### src/rtl/lut_cfg_pkg.sv
// Shared types and helpers for the LUT3 configuration loader.
// Table width, FSM encoding and the X-aware 2:1 merge used by lut3_eval.
package lut_cfg_pkg;

    localparam int LUT3_BITS = 8;
    localparam int CNT_W     = 3;

    localparam logic [CNT_W-1:0] CNT_LAST = 3'd7;

    typedef enum logic [1:0] {
        IDLE   = 2'd0,
        SHIFT  = 2'd1,
        COMMIT = 2'd2
    } state_t;

    // Unknown select yields the common value of both legs, else X.
    function automatic logic lut_mux2(
        input logic s,
        input logic hi,
        input logic lo
    );
        if (s)
            return hi;
        else if (!s)
            return lo;
        else
            return (hi == lo) ? hi : 1'bx;
    endfunction

endpackage

### src/rtl/lut3_eval.sv
// Combinational 8:1 table select addressed by {I2,I1,I0}.
// Unknown select bits merge the addressed entries instead of forcing X.
module lut3_eval
    import lut_cfg_pkg::*;
(
    input  logic [LUT3_BITS-1:0] tbl,
    input  logic [2:0]           sel,
    output logic                 o
);

    logic [3:0] l0;
    logic [1:0] l1;

    // Three-level mux tree so each select bit merges independently.
    always_comb begin
        l0 = '0;
        l1 = '0;
        for (int i = 0; i < 4; i++)
            l0[i] = lut_mux2(sel[0], tbl[2*i+1], tbl[2*i]);
        for (int j = 0; j < 2; j++)
            l1[j] = lut_mux2(sel[1], l0[2*j+1], l0[2*j]);
    end

    assign o = lut_mux2(sel[2], l1[1], l1[0]);

endmodule

### src/rtl/lut3_cfg_loader.sv
// Runtime-reconfigurable LUT3: serial shadow load, atomic commit.
// O/LO always evaluate the active table; the shadow is never visible.
module lut3_cfg_loader
    import lut_cfg_pkg::*;
#(
    parameter logic [LUT3_BITS-1:0] INIT = 8'h00
) (
    input  logic                 CLK,
    input  logic                 CLR,
    input  logic                 CE,
    input  logic                 WR_VALID,
    input  logic [LUT3_BITS-1:0] WR_DATA,
    output logic                 WR_READY,
    input  logic                 I0,
    input  logic                 I1,
    input  logic                 I2,
    output logic                 O,
    output logic                 LO,
    output logic                 CDO,
    output logic                 BUSY,
    output logic                 DONE
);

    state_t               state;
    logic [LUT3_BITS-1:0] active;
    logic [LUT3_BITS-1:0] shadow;
    logic [LUT3_BITS-1:0] load;
    logic [CNT_W-1:0]     count;

    // Handshake, serial shift and commit; CE freezes everything.
    always_ff @(posedge CLK or posedge CLR) begin
        if (CLR) begin
            state    <= IDLE;
            active   <= INIT;
            shadow   <= INIT;
            load     <= '0;
            count    <= '0;
            WR_READY <= 1'b1;
            BUSY     <= 1'b0;
            DONE     <= 1'b0;
        end else if (CE) begin
            DONE <= 1'b0;
            unique case (state)
                IDLE: begin
                    if (WR_VALID && WR_READY) begin
                        load     <= WR_DATA;
                        count    <= '0;
                        state    <= SHIFT;
                        WR_READY <= 1'b0;
                        BUSY     <= 1'b1;
                    end
                end
                SHIFT: begin
                    shadow <= {shadow[LUT3_BITS-2:0],
                               load[CNT_LAST - count]};
                    count  <= count + 3'd1;
                    if (count == CNT_LAST)
                        state <= COMMIT;
                end
                COMMIT: begin
                    active   <= shadow;
                    state    <= IDLE;
                    WR_READY <= 1'b1;
                    BUSY     <= 1'b0;
                    DONE     <= 1'b1;
                end
                default: begin
                    state    <= IDLE;
                    WR_READY <= 1'b1;
                    BUSY     <= 1'b0;
                end
            endcase
        end
    end

    assign CDO = shadow[LUT3_BITS-1];

    lut3_eval u_eval_o (
        .tbl (active),
        .sel ({I2, I1, I0}),
        .o   (O)
    );

    lut3_eval u_eval_lo (
        .tbl (active),
        .sel ({I2, I1, I0}),
        .o   (LO)
    );

endmodule
### config.mk
export PLATFORM = sky130hd
export DESIGN_NAME = lut3_cfg_loader
export DESIGN_NICKNAME = d
export VERILOG_FILES = /design/src/rtl/lut_cfg_pkg.sv /design/src/rtl/lut3_eval.sv /design/src/rtl/lut3_cfg_loader.sv
export SDC_FILE = /design/constraint.sdc
export NUM_CORES = 1
export LEC_CHECK = 0
export CORE_UTILIZATION = 60
export DETAILED_ROUTE_END_ITERATION = 6
export DONT_BUFFER_PORTS = 1
export GPL_TIMING_DRIVEN = 0
export PLACE_DENSITY_LB_ADDON = 0.15
export SYNTH_ARGS = -nofsm -noshare
export SYNTH_HDL_FRONTEND = slang
export SYNTH_SLANG_ARGS = --single-unit
### constraint.sdc
create_clock -name CLK -period 1.7 [get_ports CLK]
set_input_delay 0.34 -clock CLK [delete_from_list [all_inputs] [get_ports CLK]]
set_output_delay 0.34 -clock CLK [all_outputs]
set_load 0.05 [all_outputs]
# Word level (Yosys, flattened, before mapping)
# Cells that the tools add are included.
[op_classes] n_addsub=2 order_cmp=1 n_eq_ne=5 n_mux=19 bitwise=1 n_reduce_logical=9
[ops] operator="$reduce_and 3->1" count=4
[ops] operator="$mux 1" count=11
[ops] operator="$pmux 3 s2" count=1
[ops] operator="$lt 3x4->1 const B" count=1
[ops] operator="$mux 2" count=2
[ops] operator="$ne 2x2->1 const B" count=2
[ops] operator="$pmux 1 s2" count=2
[ops] operator="$pmux 2 s2" count=1
[ops] operator="$reduce_and 2->1" count=2
[ops] operator="$add 3x1->3 const B" count=1
[ops] operator="$bmux 1 s3" count=1
[ops] operator="$eq 3x3->1 const B" count=1
[ops] operator="$mux 3" count=1
[ops] operator="$sub 3x3->3 const A" count=1
[ops] operator="$eq 2x1->1 const B" count=1
[ops] operator="$eq 2x2->1 const B" count=1
[ops] operator="$logic_not 2->1" count=1
[ops] operator="$reduce_bool 2->1" count=1
[ops] operator="$logic_and 1x1->1" count=1
[ops] operator="$not 1->1" count=1
[word_totals] reg_bits=32

# Longest topological paths before layout
[depth] ltp_word=3 mapped_depth=4

# Cells and area by module
# From an unflattened synthesis, not the netlist that was laid out.
[unflattened] cells_unflattened=98 area_unflattened_um2=1485.2
[by_module_without_submodules] mod="lut3_cfg_loader" n_inst=1 cells_per_inst=92 area_each_um2=1357.6 seq_area_each_um2=802.0
[by_module_without_submodules] mod="lut3_eval" n_inst=2 cells_per_inst=3 area_each_um2=63.8 seq_area_each_um2=0.0

# Worst setup path before layout
# No wires, ideal clock.
[synth_path] kind="input-to-output" startpoint="in I0" endpoint="out O" arrival_time_ns=1.435 path_slack_ns=-0.075 path_stages=3 path_buffers=1 cell_sequence="mux4_2 -> mux2_2 -> buf_4"
[synth_via] elab_chain_len=3 elab_cells_between_ends=7 cone_classes="mux (7)"
[synth_lines] item="start, declared" line_no="lut3_cfg_loader.sv:14" text="input logic I0,"
[synth_lines] item="$mux 1 (2 in a row)"
[synth_lines] item="$mux 1 *"
[synth_lines] item="end, declared" line_no="lut3_cfg_loader.sv:17" text="output logic O,"
# Every way passes the cells marked *; elsewhere a longest branch is shown, timed or not.

# Final worst setup path
[layout_path] startpoint="reg active[0]" endpoint="out O"
[layout_via] elab_chain_len=3
[layout_lines] item="start, declared" line_no="lut3_cfg_loader.sv:25" text="logic [LUT3_BITS-1:0] active;"
[layout_lines] item="start signal, assigned" line_no="lut3_cfg_loader.sv:61" text="active <= shadow;"
[layout_lines] item="$mux 1 (3 in a row)"
# No other way between the ends.

==> metrics.yaml <==
die:
  rows: 17
  coreArea_mm2: 0.00219
  dieWidth_um: 50.0
  dieArea_mm2: 0.00250
  ioPinCount: 21
  start_util: 0.631
  die_h_um: 50.0
timing:
  fin_crit_ns: 2.08
  slew_headroom: 0.238
  setup_viol: 2
  clock.fmax_mhz: 480
  fin_skew_ns: 0.00677
  tightest_slew_ns: 1.14
  finalCritPeriodShare: 1.23
  rsz0062_at_grt: "yes"
  finalHoldViolations: 0
  drv_slew: 0
  setup_slack_ns: -0.383
power_and_ir_drop:
  ir_worst_vdd_mv: 0.831
  power_leakage_uw: 0.000784
  total_power_uw: 1360
  pwr_density_cell_mw_per_mm2: 860
clocking:
  clock-sinks: 32
  clock_path_buffers: 2
  cts_tree: "yes"
  cts.reportedPaths.clkPinSlew_ns: 0.11
  cts_max_level: 2
  cts_buffers: 5
  cts.root.buffer_cell: "clkbuf_4"
  clk-insertion-delay-late_ns: 0.33
grt:
  grt_overflow: 0
  grt_pass1_vias: 795
  grt_pass1_wl_um: 3420
  grt_use_total: 0.196
  antenna_found_initial: 0
  grt_max_degree: 33
place:
  place_ws_ns: -0.112
  place.gp.congestion: 0.697
  placed_cells: 120
  port_buffers: 0
  post-dp-hpwl_um: 1430
  placed_cell_area_mm2: 0.00143
synth:
  ys.warnings.count: 0
  synth_top_area_cell: "dfrtp_1"
  synthFlopType: "dfrtp_1"
  syn_area_mm2: 0.00138
  avgSynthCellArea_um2: 15.0
  synthTopCellsByCount: "dfrtp_1 (31), mux2_2 (25), a22o_1 (4), mux2i_1 (4), nand2_1 (4)"
  synth.top_cell.area_share: 0.561
  synth_fp_nets: 109
  synthTopCellsByArea: "dfrtp_1 (56%), mux2_2 (20%), mux4_2 (4.9%), mux2i_1 (2.9%), a22o_1 (2.5%)"
  synth-edff-count: 0
  postSynthCellCount: 92
  synth_most_common_cell: "dfrtp_1"
  synthArstFlopShare: 1.00
  synth-seq-cells: 32
  synth_cell_types: 21
  yosysSeqAreaShare: 0.580
setup_path:
  crit_path_end_kind: "output pin"
  setup.worst_path.start: "active[0]"
  ff2ff_path_depth: 4
  timing.rr.start: "WR_READY"
  crit_path_start_kind: "flip-flop"
  r2r_setup_slack_ns: 0.06
  crit_path_max_fanout: 2
  critPathKind: "flip-flop to output pin"
  worstPathRequired_ns: 1.36
  reg2reg_to: "load[5]"
  cp.arrival_ns: 1.74
route:
  first_iter_violations: 4
  first_pass_iters: 3
  vias: 777
  viasPerCell: 5.84
  antenna_left: 0
  drc: 0
  wl_um: 2150
  wl_per_cell_um: 16.2
finish:
  antenna_cells: 0
  fin_area_mm2: 0.00158
  final_cells: 133
  num-fill-cells: 153
  post-route-util: 0.720
  syn2layout_area_growth_pct: 14.0
  nets: 121
  multi_input_area_um2: 578
  layout-drive-gt1-share: 0.457
  ff_latch_area_um2: 806
worst_hold_path:
  hold_end: "BUSY"
  hp-start: "CE"
  worstHoldPathCells: 1
  hold_class: "primary input to flip-flop"
outcome:
  violations: "negative setup slack"
  status: "complete, but fails checks"
job:
  max-cap-violations: 0
-- power breakdown --
| group | total (uW) | internal [uW] | switching (uW) |
|---|---|---|---|
| Sequential | 761 | 761 | 0.000000000000226 |
| Combinational | 20.7 | 4.19 | 16.5 |
| Clock | 574 | 306 | 267 |
-- critical path: stages (launching register included) --
cell     delay (ns)
dfrtp_1        0.41
mux4_2         0.45
mux2_4         0.38
buf_8          0.18
-- worst max path at each step --
stage	slack [ns]	depth (start not counted)	to
2_1_floorplan	0.01	3	O
3_3_place_gp	-0.08	3	load[6]
3_5_place_dp	-0.11	3	load[2]
4_1_cts	-0.39	3	O
5_1_grt	-0.45	3	O
6_report	-0.38	3	O
-- final cells by class --
type                    count  area share
well taps                  28      0.0222
flip-flops and latches     32       0.511
multi-input cells          54       0.367
plain buffers               3      0.0159
clock inverters             3      0.0270
repair buffers              5      0.0262
inverters                   3     0.00714
clock buffers               5      0.0238
-- routing by layer --
metal	vias up	part of all wire	GRT usage
met1	389	0.44	0.226
met4	0	0.0098	0.0857
met2	21	0.50	0.313
met5	-	0	0
met3	4	0.048	0.0864
li1	363	-	-
-- repair_timing --
item | in CTS | in global routing
setup buffers | 3 | 1
gates cloned | 0 | 1
endpoints found under the setup margin | 10 | 10
gates resized for setup | 2 | 7
hold buffers | 0 | 0
pin swaps | 1 | 2
-- per-stage QoR --
step                TNS, ns  hold slack, ns
floorplan                 0           0.430
global placement     -0.611           0.433
detailed placement   -0.865           0.437
CTS                  -0.605          0.0666
global route         -0.726          0.0688
finish               -0.587          0.0825
-- registers in the layout (all words and copies together) (netlist names) --
signal / flops
state: 2
DONE: 1
WR_READY: 1
BUSY: 1
load: 8
count: 3
shadow: 8
active: 8
-- kinds of logic (layout without fill, tap and decap cells) --
| logic type | count (synthesis) | in the layout | share of synthesized area |
|---|---|---|---|
| compound gates | 11 | 11 | 0.0534 |
| flops | 32 | 32 | 0.580 |
| fa+ha+maj | 2 | 2 | 0.0181 |
| mux | 32 | 32 | 0.281 |
| buf+inv | 6 | 19 | 0.0208 |
| simple gates | 9 | 9 | 0.0462 |
-- placed cells by master, fill, tap and decap left out --
| master | n |
|---|---|
| clkinvlp_4 | 1 |
| buf_6 | 1 |
| a21o_1 | 1 |
| ha_1 | 2 |
| clkinv_2 | 1 |
| nand2_4 | 1 |
| a22o_1 | 4 |
| mux2_2 | 20 |
| or3_1 | 1 |
| inv_1 | 2 |
| nor3b_1 | 1 |
| dfstp_4 | 1 |
| dfrtp_1 | 31 |
| bufinv_16 | 1 |
| a31oi_1 | 1 |
| nand2_1 | 3 |
| buf_4 | 4 |
| nand3b_1 | 1 |
| nor2b_1 | 1 |
| mux2i_1 | 4 |
| clkbuf_4 | 5 |
| buf_8 | 1 |
| o21ai_0 | 3 |
| mux4_2 | 3 |
| buf_2 | 2 |
| nor4_4 | 1 |
| a21oi_1 | 2 |
| mux2_4 | 5 |
| inv_2 | 1 |
No activity file was read; power rests on OpenSTA's default activity.
